File: config.mk
export PLATFORM = sky130hd
export DESIGN_NAME = btn_event_classifier
export DESIGN_NICKNAME = d
export VERILOG_FILES = /design/src/rtl/btn_event_classifier.sv
export SDC_FILE = /design/constraint.sdc
export NUM_CORES = 1
export LEC_CHECK = 0
export ABC_AREA = 1
export CORE_ASPECT_RATIO = 0.9
export CORE_MARGIN = 2
export CORE_UTILIZATION = 50
export CTS_BUF_LIST = sky130_fd_sc_hd__clkbuf_8
export DETAILED_ROUTE_END_ITERATION = 16
export PLACE_DENSITY_LB_ADDON = 0.15
export SYNTH_ARGS = -nofsm -noshare
export SYNTH_HDL_FRONTEND = slang
export SYNTH_SLANG_ARGS = --single-unit
File: constraint.sdc
create_clock -name clk_i -period 2.6 [get_ports clk_i]
set_clock_uncertainty 0.05 [all_clocks]
set_input_delay 0.52 -clock clk_i [delete_from_list [all_inputs] [get_ports clk_i]]
set_output_delay 0.52 -clock clk_i [all_outputs]
set_load 0.01 [all_outputs]
File: src/rtl/btn_event_classifier.sv
// btn_event_classifier
// Classifies presses of an already-debounced button into single, double or
// long press events, each reported as a one-cycle pulse.
//
// Parameters:
//   CLK_PERIOD_NS - clock period in ns, used to turn the times below into cycles
//   LONG_NS       - minimum hold time for a long press
//   GAP_NS        - maximum release gap between the two halves of a double press
//
// Ports:
//   clk_i         - clock, all logic on the rising edge
//   rst_ni        - asynchronous active-low reset
//   debounced_i   - debounced button level, synchronous to clk_i, 1 = pressed
//   single_o      - one-cycle pulse, single short press classified
//   double_o      - one-cycle pulse, double press classified
//   long_o        - one-cycle pulse, long press classified
//   busy_o        - high whenever the classifier is not idle
//   event_count_o - number of classified events, modulo 256
module btn_event_classifier #(
  parameter int CLK_PERIOD_NS = 10,
  parameter int LONG_NS       = 500,
  parameter int GAP_NS        = 200
) (
  input  logic       clk_i,
  input  logic       rst_ni,
  input  logic       debounced_i,
  output logic       single_o,
  output logic       double_o,
  output logic       long_o,
  output logic       busy_o,
  output logic [7:0] event_count_o
);

  localparam int LONG_CYC = LONG_NS / CLK_PERIOD_NS;
  localparam int GAP_CYC  = GAP_NS / CLK_PERIOD_NS;
  localparam int MAX_CYC  = (LONG_CYC > GAP_CYC) ? LONG_CYC : GAP_CYC;
  localparam int CNT_W    = (MAX_CYC > 2) ? $clog2(MAX_CYC) : 1;

  // The sample that moves the FSM into PRESS1 (or WAIT_GAP) is already the
  // first sample of that phase, with cnt cleared to 0. The Nth consecutive
  // sample is therefore seen with cnt == N-2, which is why the terminal
  // values are LONG_CYC-2 and GAP_CYC-2.
  localparam logic [CNT_W-1:0] LONG_LAST = CNT_W'(LONG_CYC - 2);
  localparam logic [CNT_W-1:0] GAP_LAST  = CNT_W'(GAP_CYC - 2);

  if ((LONG_CYC < 2) || (GAP_CYC < 2)) begin : g_param_check
    $error("btn_event_classifier: LONG_CYC and GAP_CYC must both be >= 2");
  end

  typedef enum logic [1:0] {
    IDLE,
    PRESS1,
    WAIT_GAP,
    HOLD
  } state_t;

  state_t           state_q, state_d;
  logic [CNT_W-1:0] cnt_q, cnt_d;
  logic             single_d, double_d, long_d;
  logic             single_q, double_q, long_q, busy_q;
  logic [7:0]       count_q;

  always_comb begin
    state_d  = state_q;
    cnt_d    = cnt_q;
    single_d = 1'b0;
    double_d = 1'b0;
    long_d   = 1'b0;
    unique case (state_q)
      IDLE: begin
        if (debounced_i) begin
          state_d = PRESS1;
          cnt_d   = '0;
        end
      end
      PRESS1: begin
        if (debounced_i) begin
          if (cnt_q == LONG_LAST) begin
            long_d  = 1'b1;
            state_d = HOLD;
          end else begin
            cnt_d = cnt_q + CNT_W'(1);
          end
        end else begin
          state_d = WAIT_GAP;
          cnt_d   = '0;
        end
      end
      // A second press wins over the gap timeout on the same edge.
      WAIT_GAP: begin
        if (debounced_i) begin
          double_d = 1'b1;
          state_d  = HOLD;
        end else if (cnt_q == GAP_LAST) begin
          single_d = 1'b1;
          state_d  = IDLE;
        end else begin
          cnt_d = cnt_q + CNT_W'(1);
        end
      end
      // HOLD only waits for release, so a long press or the second half of a
      // double press can never be reclassified.
      HOLD: begin
        if (!debounced_i) begin
          state_d = IDLE;
        end
      end
      default: begin
        state_d = IDLE;
      end
    endcase
  end

  // busy is registered from the next state so that it tracks the state
  // register exactly while still coming straight out of a flop.
  always_ff @(posedge clk_i or negedge rst_ni) begin
    if (!rst_ni) begin
      state_q  <= IDLE;
      cnt_q    <= '0;
      single_q <= 1'b0;
      double_q <= 1'b0;
      long_q   <= 1'b0;
      busy_q   <= 1'b0;
      count_q  <= 8'd0;
    end else begin
      state_q  <= state_d;
      cnt_q    <= cnt_d;
      single_q <= single_d;
      double_q <= double_d;
      long_q   <= long_d;
      busy_q   <= (state_d != IDLE);
      if (single_d || double_d || long_d) begin
        count_q <= count_q + 8'd1;
      end
    end
  end

  assign single_o      = single_q;
  assign double_o      = double_q;
  assign long_o        = long_q;
  assign busy_o        = busy_q;
  assign event_count_o = count_q;

endmodule

== Word-level counts from Yosys, hierarchy flattened ==
Cells that the tools add are included.
W data, S select, Z words.

* Word-level logic and storage cells: 45
* Bits in read-only memories: 0
* RAM bits: 0
* Output and inout port bits: 12
* Latch bits: 0
* Bits in registers: 20
* Input port bits: 3
* Memories kept: 0

* Shift operators: 0
* Multipliers: 0
* Reduce and logical (&&, ||, !) cells: 6
* Bitwise gates (word level): 0
* Add/sub/neg operators: 2
* Div/mod/pow operators: 0
* Multiplexer cells: 21
* Equality and inequality tests: 9
* Order comparisons: 0

{| class="wikitable"
|+ Operator list
! operator !! count
|-
| $mux W6 || 5
|-
| $pmux W6 S3 || 1
|-
| $mux W2 || 6
|-
| $add A8 B1 Y8 const B || 1
|-
| $mux W1 || 8
|-
| $pmux W2 S4 || 1
|-
| $add A6 B1 Y6 const B || 1
|-
| $eq A6 B5 Y1 const B || 1
|-
| $eq A6 B6 Y1 const B || 1
|-
| $ne A2 B2 Y1 const B || 3
|-
| $reduce_and A5 Y1 || 1
|-
| $eq A2 B2 Y1 const B || 2
|-
| $ne A3 B3 Y1 const B || 1
|-
| $reduce_bool A3 Y1 || 1
|-
| $eq A2 B1 Y1 const B || 1
|-
| $logic_not A2 Y1 || 1
|-
| $logic_or A1 B1 Y1 || 2
|-
| $reduce_bool A2 Y1 || 1
|}

== Logic depth before layout (Yosys ltp) ==
* Word-level depth: 6
* Gate-level depth with buffers: 11
* Mapped depth without buffers: 11

== Least setup slack after synthesis ==
Ideal clock, no wire load.

* Kind: register to register
* Start point: reg state_q[0]
* End point: reg cnt_q[5]
* Buffers on the path: 1
* Cell stages (with the launch flop): 10
* Required time: 2.477 ns
* Clock period less this slack: 1.558 ns
* Setup time: 0.073 ns
* Arrival: 1.435 ns
* Slack: 1.042 ns
* Cell sequence: dfrtp_1 inv_1 ha_1 buf_2 nor2_1 a21oi_4 nand2_4 nor2_4 nand2_2 a21oi_2

* Cells in the longest elaborated chain, start to end: 3
* Elaborated cells on any way between the ends: 10
* Those cells by class: eq/ne (6); mux (1); reduce/logical (3)

{| class="wikitable"
|+ RTL lines
! what !! line !! text
|-
| start, declared || 57 || <nowiki>state_t state_q, state_d;</nowiki>
|-
| start signal, assigned || 126 || <nowiki>state_q <= state_d;</nowiki>
|-
| $eq A2 B1 Y1, or another cell as far along || 69 || <nowiki>unique case (state_q)</nowiki>
|-
| $ne A3 B3 Y1 (no line), or another cell as far along || -- ||
|-
| $reduce_and A5 Y1 (no line) || -- ||
|-
| end signal, assigned || 127 || <nowiki>cnt_q <= cnt_d;</nowiki>
|-
| end, declared || 58 || <nowiki>logic [CNT_W-1:0] cnt_q, cnt_d;</nowiki>
|}

Several ways; a longest one is shown, not always the timed one.
A chain may end at the register's enable or synchronous reset.

== Final worst setup path ==
* Start point: in debounced_i
* End point: reg cnt_q[5]

* Cells in the longest elaborated chain, start to end: 2
* Elaborated cells on any way between the ends: 6
* Those cells by class: eq/ne (3); mux (2); reduce/logical (1)

{| class="wikitable"
|+ RTL lines
! what !! line !! text
|-
| start, declared || 26 || <nowiki>input logic debounced_i,</nowiki>
|-
| $ne A3 B3 Y1 (no line), or another cell as far along || -- ||
|-
| $reduce_and A5 Y1 (no line) or $pmux W6 S3 (tied branches) || -- ||
|}

Several ways; a longest one is shown, not always the timed one.

==> results.py <==
metrics = {
    "routing": {
        "wirelength_um": 2570,
        "firstDrtPassIters": 10,
        "wl_per_cell_um": 12.1,
        "ant_nets": 0,
        "drt_iter0_drc": 30,
        "drc": 1,
        "via_count": 1097,
        "via_per_inst": 5.15,
    },
    "run_status": {
        "violations": "DRC",
        "status": "finished, violations left",
    },
    "finish": {
        "antennaDiodeCount": 0,
        "seqCellArea_sq_um": 500,
        "area_growth_pct": 16.3,
        "layout_common_cells": "nand2_1, inv_1, dfrtp_1",
        "multi_input_area_sq_um": 741,
        "nFillCells": 230,
        "fin_nets": 197,
        "layout_commonest_cell": "nand2_1",
        "final_area_sq_um": 1580,
        "drive_gt1_share_pct": 12.4,
        "finish.utilization_pct": 62.8,
        "fin_cells": 213,
    },
    "die": {
        "core_sq_um": 2510,
        "dieWidth_um": 58.9,
        "die_y_um": 53.4,
        "num_io_pins": 15,
        "start_util_pct": 54.0,
        "rows": 17,
        "die_area_sq_um": 3140,
    },
    "critical_path": {
        "critPathTopFamily": "buffers and inverters",
        "r2r_setup_slack_ns": 0.79,
        "cp.required_ns": 2.73,
        "rr_endpoint": "cnt_q[3]",
        "crit_cells": 9,
        "r2r_cells": 8,
        "end_kind": "flop",
        "cp_slowest_cell": "clkdlybuf4s50_1",
        "critPathArrivalTime_ns": 2.03,
        "crit_fanout": 10,
        "cp-start-kind": "input port",
        "slowest_delay_ns": 0.70,
        "crit_top_cell": "nor2_1",
        "cp_cell_sequence": "clkdlybuf4s50_1 -> nand2_1 -> inv_1 -> nor2_1 -> nor2_1 -> nand2_1 -> inv_1 -> nor2_1 -> a21oi_2",
        "crit_buf_inv": 3,
        "critPathKind": "input port to flop",
        "r2r_start": "state_q[0]",
    },
    "run": {
        "maxCapViolations": 0,
    },
    "min_path": {
        "hold_path.class": "flop to flop",
        "min-delay-start": "event_count_o[7]",
        "holdPathStages": 2,
        "min_to": "event_count_o[7]",
    },
    "sta": {
        "fin_setup_tns_ns": 0,
        "worst_pin_slew_ns": 0.383,
        "slew_violations": 0,
        "relSlewSlack_pct": 74.4,
        "setup_violations": 0,
        "fin_crit_ns": 1.89,
        "hold_viol": 0,
        "max_freq_ghz": 0.529,
        "rsz0062_at_grt": "false",
        "period_share_pct": 72.8,
    },
    "placed_design": {
        "io_buffers": 14,
        "post-dp-hpwl_um": 2000,
        "dp.cells": 209,
        "place_congestion": 0.832,
        "dpl_cell_area_sq_um": 1520,
    },
    "global_route": {
        "grt_antenna_before_repair": 0,
        "grt_util_all_layers_pct": 19.2,
        "grt_pass1_wl_um": 4530,
        "globalRoute.totalOverflow": 0,
        "grt_pass1_vias": 1012,
        "grt_max_degree": 21,
    },
    "synth": {
        "synth_top_area_share_pct": 36.9,
        "ys_types": 27,
        "ys_seq_area_share_pct": 36.9,
        "synth_xor_area_share_pct": 2.59,
        "synth_top_family_by_area": "simple AND/OR/NAND/NOR gates",
        "syn-instance-count": 168,
        "synth_simple_gate_area_share_pct": 36.4,
        "synth_area_leaders": "dfrtp_1, nand2_1, ha_1, inv_1, nand3_1",
        "synth-compound-area-share_pct": 8.31,
        "synth_fa_ha_area_share_pct": 7.39,
        "synth_area_per_cell_sq_um": 8.07,
        "yosys_register_bits": 20,
        "synth_nets": 179,
        "syn_area_sq_um": 1360,
        "ys_warn_count": 0,
        "yosysTopAreaCell": "dfrtp_1",
        "synthMuxAreaShare_pct": 0,
    },
    "pwr": {
        "p_leak_uw": 0.000763,
        "power_uw": 1360,
        "max-vdd-ir-drop_mv": 0.455,
        "power_density_nw_per_um2": 862,
    },
    "clocking": {
        "post_cts_buffers": 0,
        "cts_buffers": 3,
        "cts-root-buf": "clkbuf_8",
        "hold_buffers": 0,
        "clkLatencyLatePin_ns": 0.25,
        "cts_max_path_buffers": 2,
        "clk_pin_slew_ns": 0.07,
        "htree_levels": 1,
        "cts_sinks": 20,
        "cts_tree": "built",
        "cts_resized": 0,
    },
}
worst register-to-register path, delay by kind of cell, from the launching register on:
family,cells,cell delay [ns]
simple gates,4,0.56
fa+ha+maj,1,0.36
flops,1,0.41
compound gates,2,0.24
buf+inv,1,0.11
cells by family (layout without fill, tap and decap cells):
kind of cell | Yosys count | in the layout
AO/OA/AOI/OAI | 15 | 15
buffers and inverters | 27 | 44
XOR/XNOR | 4 | 4
AND/OR/NAND/NOR | 94 | 94
flip-flops | 20 | 20
adder cells (fa/ha/maj) | 8 | 8
through the flow:
step | setup slack [ns] | hold slack [ns]
floorplan | 1.04 | 0.174
global placement | 0.518 | 0.469
detailed placement | 0.482 | 0.473
CTS | 0.712 | 0.490
global route | 0.536 | 0.511
finish | 0.708 | 0.488
Yosys cell counts, drive strengths merged:
library cell and instances:
a21oi 4, buf 3, dfrtp 20, ha 8, inv 24, nand2 50
nand3 15, nand3b 3, nand4 8, nor2 15, nor3 1, o21ai 11
or2 2, xnor2 2, xor2 2
state kept, by name, indices dropped and copies added (netlist names):
name           flops
cnt_q              6
busy_o             1
double_o           1
state_q            2
single_o           1
long_o             1
event_count_o      8
power by group:
part           internal (uW)  total [uW]  switching, uW
combinational            275         648            372
sequential               388         481           92.9
clock                    134         230           95.8
final cells by class:
type / instances / share of cell area [%]
multi-input combinational: 121 / 47.0
inverter: 24 / 5.71
clock buffer: 4 / 3.49
tap: 28 / 2.22
sequential: 20 / 31.7
timing repair buffer: 16 / 9.84
worst max-delay path by stage:
stage | startpoint | to | slack [ns]
floorplan | state_q[0] | cnt_q[5] | 1.04
global placement | debounced_i | cnt_q[5] | 0.52
detailed placement | debounced_i | event_count_o[5] | 0.48
CTS | event_count_o[2] | event_count_o[2] | 0.71
global route | debounced_i | cnt_q[5] | 0.54
finish | debounced_i | cnt_q[5] | 0.71
layer usage:
layer / part of all wire (%) / wire length (um) / vias up / global-route usage [%]
li1: - / - / 568 / -
met1: 49 / 1260 / 505 / 26.6
met2: 46 / 1180 / 22 / 30.4
met3: 5.0 / 128 / 2 / 4.89
met4: 0.35 / 9 / 0 / 3.41
met5: 0 / 0 / - / 0
No activity file was read; power rests on OpenSTA's default activity.
